<file path="src/rtl/crossroad_pulse_gen.sv">
// Four-phase tick sequencer for car_crossroad: emits the status-change pulse at
// every phase end and the car-cross pulse at a fixed cadence inside green phases.
module crossroad_pulse_gen #(
    parameter int GREEN_TICKS  = 30,
    parameter int YELLOW_TICKS = 5,
    parameter int CROSS_TICKS  = 3,
    parameter int TICK_W       = 8
) (
    input  logic       clk,
    input  logic       rst,
    input  logic       tick,
    input  logic       run,
    input  logic       skip_in,
    output logic       status_change_out,
    output logic       car_cross_out,
    output logic [1:0] phase_out
);

    typedef enum logic [1:0] {
        A_GREEN  = 2'd0,
        A_YELLOW = 2'd1,
        B_GREEN  = 2'd2,
        B_YELLOW = 2'd3
    } phase_t;

    localparam logic [TICK_W-1:0] GREEN_LAST  = TICK_W'(GREEN_TICKS - 1);
    localparam logic [TICK_W-1:0] YELLOW_LAST = TICK_W'(YELLOW_TICKS - 1);
    localparam logic [TICK_W-1:0] CROSS_LAST  = TICK_W'(CROSS_TICKS - 1);
    localparam logic [TICK_W-1:0] CNT_ONE     = TICK_W'(1);

    phase_t            phase_q, phase_d;
    logic [TICK_W-1:0] phase_cnt_q, phase_cnt_d;
    logic [TICK_W-1:0] cross_cnt_q, cross_cnt_d;
    logic              status_d, car_d;

    logic              is_green;
    logic              accepted;
    logic [TICK_W-1:0] dur_last;
    logic              phase_end;

    // Green phases have an even encoding, so bit 0 alone selects the duration.
    assign is_green  = ~phase_q[0];
    assign accepted  = tick & run;
    assign dur_last  = is_green ? GREEN_LAST : YELLOW_LAST;
    assign phase_end = skip_in | (accepted & (phase_cnt_q == dur_last));

    // NOTE: sequential state uses non-blocking assignments so every flop samples
    // the pre-edge values, independent of statement order.
    always_ff @(posedge clk or negedge rst) begin
        if (!rst) begin
            phase_q           <= A_GREEN;
            phase_cnt_q       <= '0;
            cross_cnt_q       <= '0;
            status_change_out <= 1'b0;
            car_cross_out     <= 1'b0;
        end else begin
            phase_q           <= phase_d;
            phase_cnt_q       <= phase_cnt_d;
            cross_cnt_q       <= cross_cnt_d;
            status_change_out <= status_d;
            car_cross_out     <= car_d;
        end
    end

    // NOTE: every output of this block gets a default first, so no path through
    // the if/else tree can leave a signal unassigned and infer a latch.
    always_comb begin
        phase_d     = phase_q;
        phase_cnt_d = phase_cnt_q;
        cross_cnt_d = cross_cnt_q;
        status_d    = 1'b0;
        car_d       = 1'b0;

        if (phase_end) begin
            // A phase end suppresses any car pulse due on the same tick.
            phase_d     = phase_t'(phase_q + 2'd1);
            phase_cnt_d = '0;
            cross_cnt_d = '0;
            status_d    = 1'b1;
        end else if (accepted) begin
            phase_cnt_d = phase_cnt_q + CNT_ONE;
            if (is_green) begin
                if (cross_cnt_q == CROSS_LAST) begin
                    cross_cnt_d = '0;
                    car_d       = 1'b1;
                end else begin
                    cross_cnt_d = cross_cnt_q + CNT_ONE;
                end
            end else begin
                cross_cnt_d = '0;
            end
        end
    end

    assign phase_out = phase_q;

endmodule

</file>
<file path="config.mk">
export PLATFORM = sky130hd
export DESIGN_NAME = crossroad_pulse_gen
export DESIGN_NICKNAME = d
export VERILOG_FILES = /design/src/rtl/crossroad_pulse_gen.sv
export SDC_FILE = /design/constraint.sdc
export NUM_CORES = 1
export LEC_CHECK = 0
export BUFFER_PORTS_ARGS = -buffer_cell sky130_fd_sc_hd__buf_4
export CAP_MARGIN = 20
export CORE_UTILIZATION = 50
export CTS_CLUSTER_DIAMETER = 40
export DETAILED_ROUTE_END_ITERATION = 10
export PLACE_DENSITY = 0.68
export SYNTH_ARGS = -nofsm -noshare
export SYNTH_HDL_FRONTEND = slang
export SYNTH_SLANG_ARGS = --single-unit
</file>
<file path="constraint.sdc">
create_clock -name clk -period 2.8 [get_ports clk]
set_clock_uncertainty 0.2 [all_clocks]
set_input_delay 0.14 -clock clk [delete_from_list [all_inputs] [get_ports clk]]
set_output_delay 0.14 -clock clk [all_outputs]
set_load 0.1 [all_outputs]
</file>
Yosys cells after proc, flatten, opt, wreduce, memory -nomap -nowiden --
Index checks and enable logic that the tools add are counted.
Cells by class: add/subtract/negate cells 3, eq/ne operators 2, muxes and demuxes 12, bitwise operators 3, reductions and logical operators 1
Operator list (number):
- 8-bit two-way mux | 6
- 8-bit by 1-bit adder with 8-bit output, second input constant | 2
- 8-bit by 2-bit equality test with 1-bit output, second input constant | 1
- 8-bit by 5-bit equality test with 1-bit output | 1
- 1-bit two-way mux | 5
- 5-bit two-way mux | 1
- 2-bit by 1-bit adder with 2-bit output, second input constant | 1
- 1-bit AND | 2
- 2-bit nonzero test | 1
- 1-bit bitwise OR | 1
Word-level totals: flip-flop bits (word level) 20, bits of input ports 5, output and inout bits 4, word-level logic and storage cells 26

Depth between registers and ports, before layout --
depth in word-level cells 5, mapped depth 7, depth with buffers taken out 6

Worst setup path after synthesis --
No wires, ideal clock.
path type register to register, start register phase_q[0], in the netlist phase_out[0], end register cross_cnt_q[1], library setup time 121 ps, arrival 2278 ps, required time 2479 ps, path slack 201 ps, stages on the path, launching flop included 8, period minus slack after synthesis 2599 ps, path through dfrtp_1 buf_4 or4b_4 a211oi_2 or2_1 buf_6 buf_12 nor2_2
Between the ends: longest elaborated chain between the ends 5
RTL lines:
- from (decl) | line 31 | phase_t phase_q, phase_d;
- from (signal assigned) | line 57 | phase_q <= phase_d;
- 5-bit two-way mux (*) | line 44 | assign dur_last = is_green ? GREEN_LAST : YELLOW_LAST;
- 8-bit by 5-bit equality test with 1-bit output (*) | line 45 | assign phase_end = skip_in | (accepted & (phase_cnt_q == dur_last));
- 1-bit AND (*) | line 45
- 1-bit bitwise OR (*) | line 45
- net phase_end | line 39 | logic phase_end;
- 8-bit two-way mux or 2-bit nonzero test (tied branches)
- to (signal assigned) | line 59 | cross_cnt_q <= cross_cnt_d;
- to (decl) | line 33 | logic [TICK_W-1:0] cross_cnt_q, cross_cnt_d;
Mark *: on every way through the listed nets, which the timed path passes. The rest lies on a longest branch. The select of a mux whose other input is x is not followed. A chain may end at the register's enable or synchronous reset.

Worst setup path in the final report --
start register phase_q[0], in the netlist phase_out[0], end register phase_cnt_q[2]
Between the ends: longest elaborated chain between the ends 5
RTL lines:
- 5-bit two-way mux (*) | line 44
- 8-bit by 5-bit equality test with 1-bit output (*) | line 45
- 1-bit AND (*) | line 45
- 1-bit bitwise OR (*) | line 45
- 8-bit two-way mux or 2-bit nonzero test (tied branches)
- to (signal assigned) | line 58 | phase_cnt_q <= phase_cnt_d;
- to (decl) | line 32 | logic [TICK_W-1:0] phase_cnt_q, phase_cnt_d;
Mark *: on every way between the ends. The rest lies on a longest branch, timed or not.

==> results.cfg <==
[run_status]
outcome = finished, final reports clean

[power]
p_sw_share_pct = 39.1
ir_drop_mv = 0.409
p_sw_uw = 293
combPwrFrac_pct = 31.8
clkPwrFrac_pct = 22.7
finalPower_uw = 750
seqPwrFrac_pct = 45.5
p_int_uw = 456
leakage_uw = 0.000516
power_density_mw_per_mm2 = 598

[timing]
setup-violations-final = 0
tightestPinTransition_ns = 0.727
max_freq_mhz = 418
setup_tns_ns = 0
post-route-worst-setup-slack_ns = 0.405
slew-limit-headroom_pct = 51.4
rsz0062_at_grt = no
slew_viol_final = 0
finalCritPeriodShare_pct = 85.5
timing.final.hold_violations = 0
final.min_clock_period_ns = 2.40

[global_route]
use_met1_pct = 29.1
grt-ovfl-total = 0
grt_pass1_vias = 881
grt_pass1_wl_um = 3890
grtUsageMet3_pct = 3.12
grt_use_met2_pct = 32.6
grt_max_degree = 21
antenna_found_initial = 0
busiest_layer = met2
track_usage_pct = 21.6

[route]
drcViolationCount = 0
viasPerCell = 5.82
num_vias = 890
detail-route-antenna-nets = 0
drt-total-wl_um = 2170
wl_per_cell_um = 14.2
dr.pass1.iters = 4
drtIter0Drc = 28

[layout]
diodes = 0
layout.cells.non_filler = 153
nFillCells = 164
drive_gt1_share_pct = 19.8
layout.nets = 135
final_util_pct = 62.1
synthToLayoutAreaGrowth_pct = 13.5

[worst_setup_path]
r2r.worst_path.cells = 5
cp_data_required_time_ns = 2.81
startpoint = phase_out[0]$_DFFE_PN0P_
endpoint = phase_cnt_q[2]$_DFFE_PN0P_
cp-end-kind = flop
path_class = reg2reg
ff2ff_setup_slack_ns = 0.40
critPathLaunchType = flop
cp_max_fo = 11
r2r-start = phase_out[0]$_DFFE_PN0P_
arrival_ns = 2.41
r2r_end = phase_cnt_q[2]$_DFFE_PN0P_

[synth]
yosys-top-cells-count = dfrtp_1 (20), nand2_1 (12), nor2_2 (9), nand3_1 (7), xnor2_1 (7)
synth-edff-count = 0
ys.warnings.count = 0
yosysSeqAreaShare_pct = 45.2
synthDistinctLibCells = 35
synth_top_area_share_pct = 45.2
synth_ff_type = dfrtp_1
synthCells = 111
synthTopCellsByArea = dfrtp_1 (45%), xnor2_1 (5.5%), nor2_2 (5.1%)
synthArstFlopShare_pct = 100
syn_avg_cell_area_um2 = 9.96
synth_nets = 119
synth_top_area_cell = dfrtp_1
synth.ff_latch_count = 20
syn_area_mm2 = 0.00111
synth.most_common_cell = dfrtp_1

[run]
max-cap-violations = 0

[clock_network]
cts_tree = yes
cts_num_sinks = 20
clk_path_buf_depth = 2
clkTransAtPathRegs_ns = 0.11
h-tree-depth = 1
clock_latency_ns = 0.31
cts-buffers-inserted = 3
root_buffer = clkbuf_4

[floorplan]
die_w_um = 49.0
initial_core_util_pct = 54.7
die_h_um = 49.0
core_area_mm2 = 0.00202
dieArea_mm2 = 0.00240
num_io_pins = 9
rows = 16

[placed_design]
dp_hpwl_um = 1500
gp_congestion = 0.806
dp.cells = 144
io_buffers = 8
dpl_worst_slack_ns = 0.433

[worst_hold_path]
hp-class = in2async
worst min-delay path by stage:
stage                     slack, ns  start  cells after the start                          to
after floorplan               -0.36    rst                      0     car_cross_out$_DFF_PN0_
after global placement        -0.17    rst                      1  phase_cnt_q[2]$_DFFE_PN0P_
after detailed placement      -0.17    rst                      1  phase_cnt_q[7]$_DFFE_PN0P_
after CTS                      0.02    rst                      2    phase_out[1]$_DFFE_PN0P_
after global routing           0.03    rst                      2    phase_out[1]$_DFFE_PN0P_
final                          0.03    rst                      2  phase_cnt_q[1]$_DFFE_PN0P_
metal layers:
layer / wire length (µm) / up-vias
li1: - / 428
met4: 71 / 0
met5: 0 / -
met2: 933 / 23
met1: 1080 / 432
met3: 86 / 7
per-stage QoR:
step	instance area [µm²]	hold WS, ns
final	1250	0.0304
after floorplan	1110	-0.356
after global placement	1170	-0.170
after global routing	1250	0.0326
after CTS	1250	0.0242
after detailed placement	1170	-0.170
sequential cells by signal, summed over array words and instances, names as in the netlist:
name and count:
cross_cnt_q 8, phase_cnt_q 8, phase_out 2, car_cross_out 1, status_change_out 1
power by group through the flow:
stage | Combinational [µW] | Sequential [µW] | Clock, µW
2_1_floorplan | 94.3 | 442 | 0
3_3_place_gp | 233 | 342 | 0
3_5_place_dp | 232 | 347 | 0
4_1_cts | 238 | 341 | 176
5_1_grt | 248 | 346 | 192
6_report | 238 | 341 | 170
cell families (layout without fill, tap and decap cells):
family | Yosys count | after routing | share of synthesized area (%)
muxes | 2 | 2 | 1.81
AOI/OAI and AO/OA | 20 | 20 | 12.4
buffers and inverters | 8 | 23 | 5.20
xor gates and xnor gates | 9 | 9 | 7.13
adders and majority gates | 3 | 3 | 3.39
and+or+nand+nor | 49 | 49 | 24.8
DFF | 20 | 20 | 45.2
layout by cell type (no fill, tap or decap), types with 2 or more instances in the layout:
master / count
mux2i_1: 2
inv_1: 5
a31oi_1: 4
dlygate4sd3_1: 5
nor3_1: 5
buf_4: 9
nor2_1: 3
nor4_1: 2
dfrtp_1: 20
o21ai_1: 2
nor2_2: 9
a21oi_1: 4
and3_1: 2
nand4b_1: 2
clkbuf_4: 3
nand2_1: 12
xor2_1: 2
xnor2_1: 7
ha_1: 3
o21ai_0: 3
nand3_1: 7
final cells by class:
class / instances / area [µm²] / share of cell area, %
inverters: 5 / 18.8 / 1.50
flip-flops and latches: 20 / 500 / 39.9
clock buffers: 4 / 36.3 / 2.89
well taps: 27 / 33.8 / 2.69
repair buffers: 14 / 118 / 9.37
multi-input cells: 83 / 548 / 43.7
critical path, stage by stage (launching register included):
cell	delay, ns
dfrtp_1	0.56
or4b_4	0.52
a211oi_2	0.26
or2_1	0.48
buf_4	0.24
nor2_2	0.04
timing repair:
action,in CTS,in global routing
setup buffers,0,0
hold endpoints to repair,24,0
hold buffers,5,0
resized for setup,0,0
(Power assumes the default switching activity.)
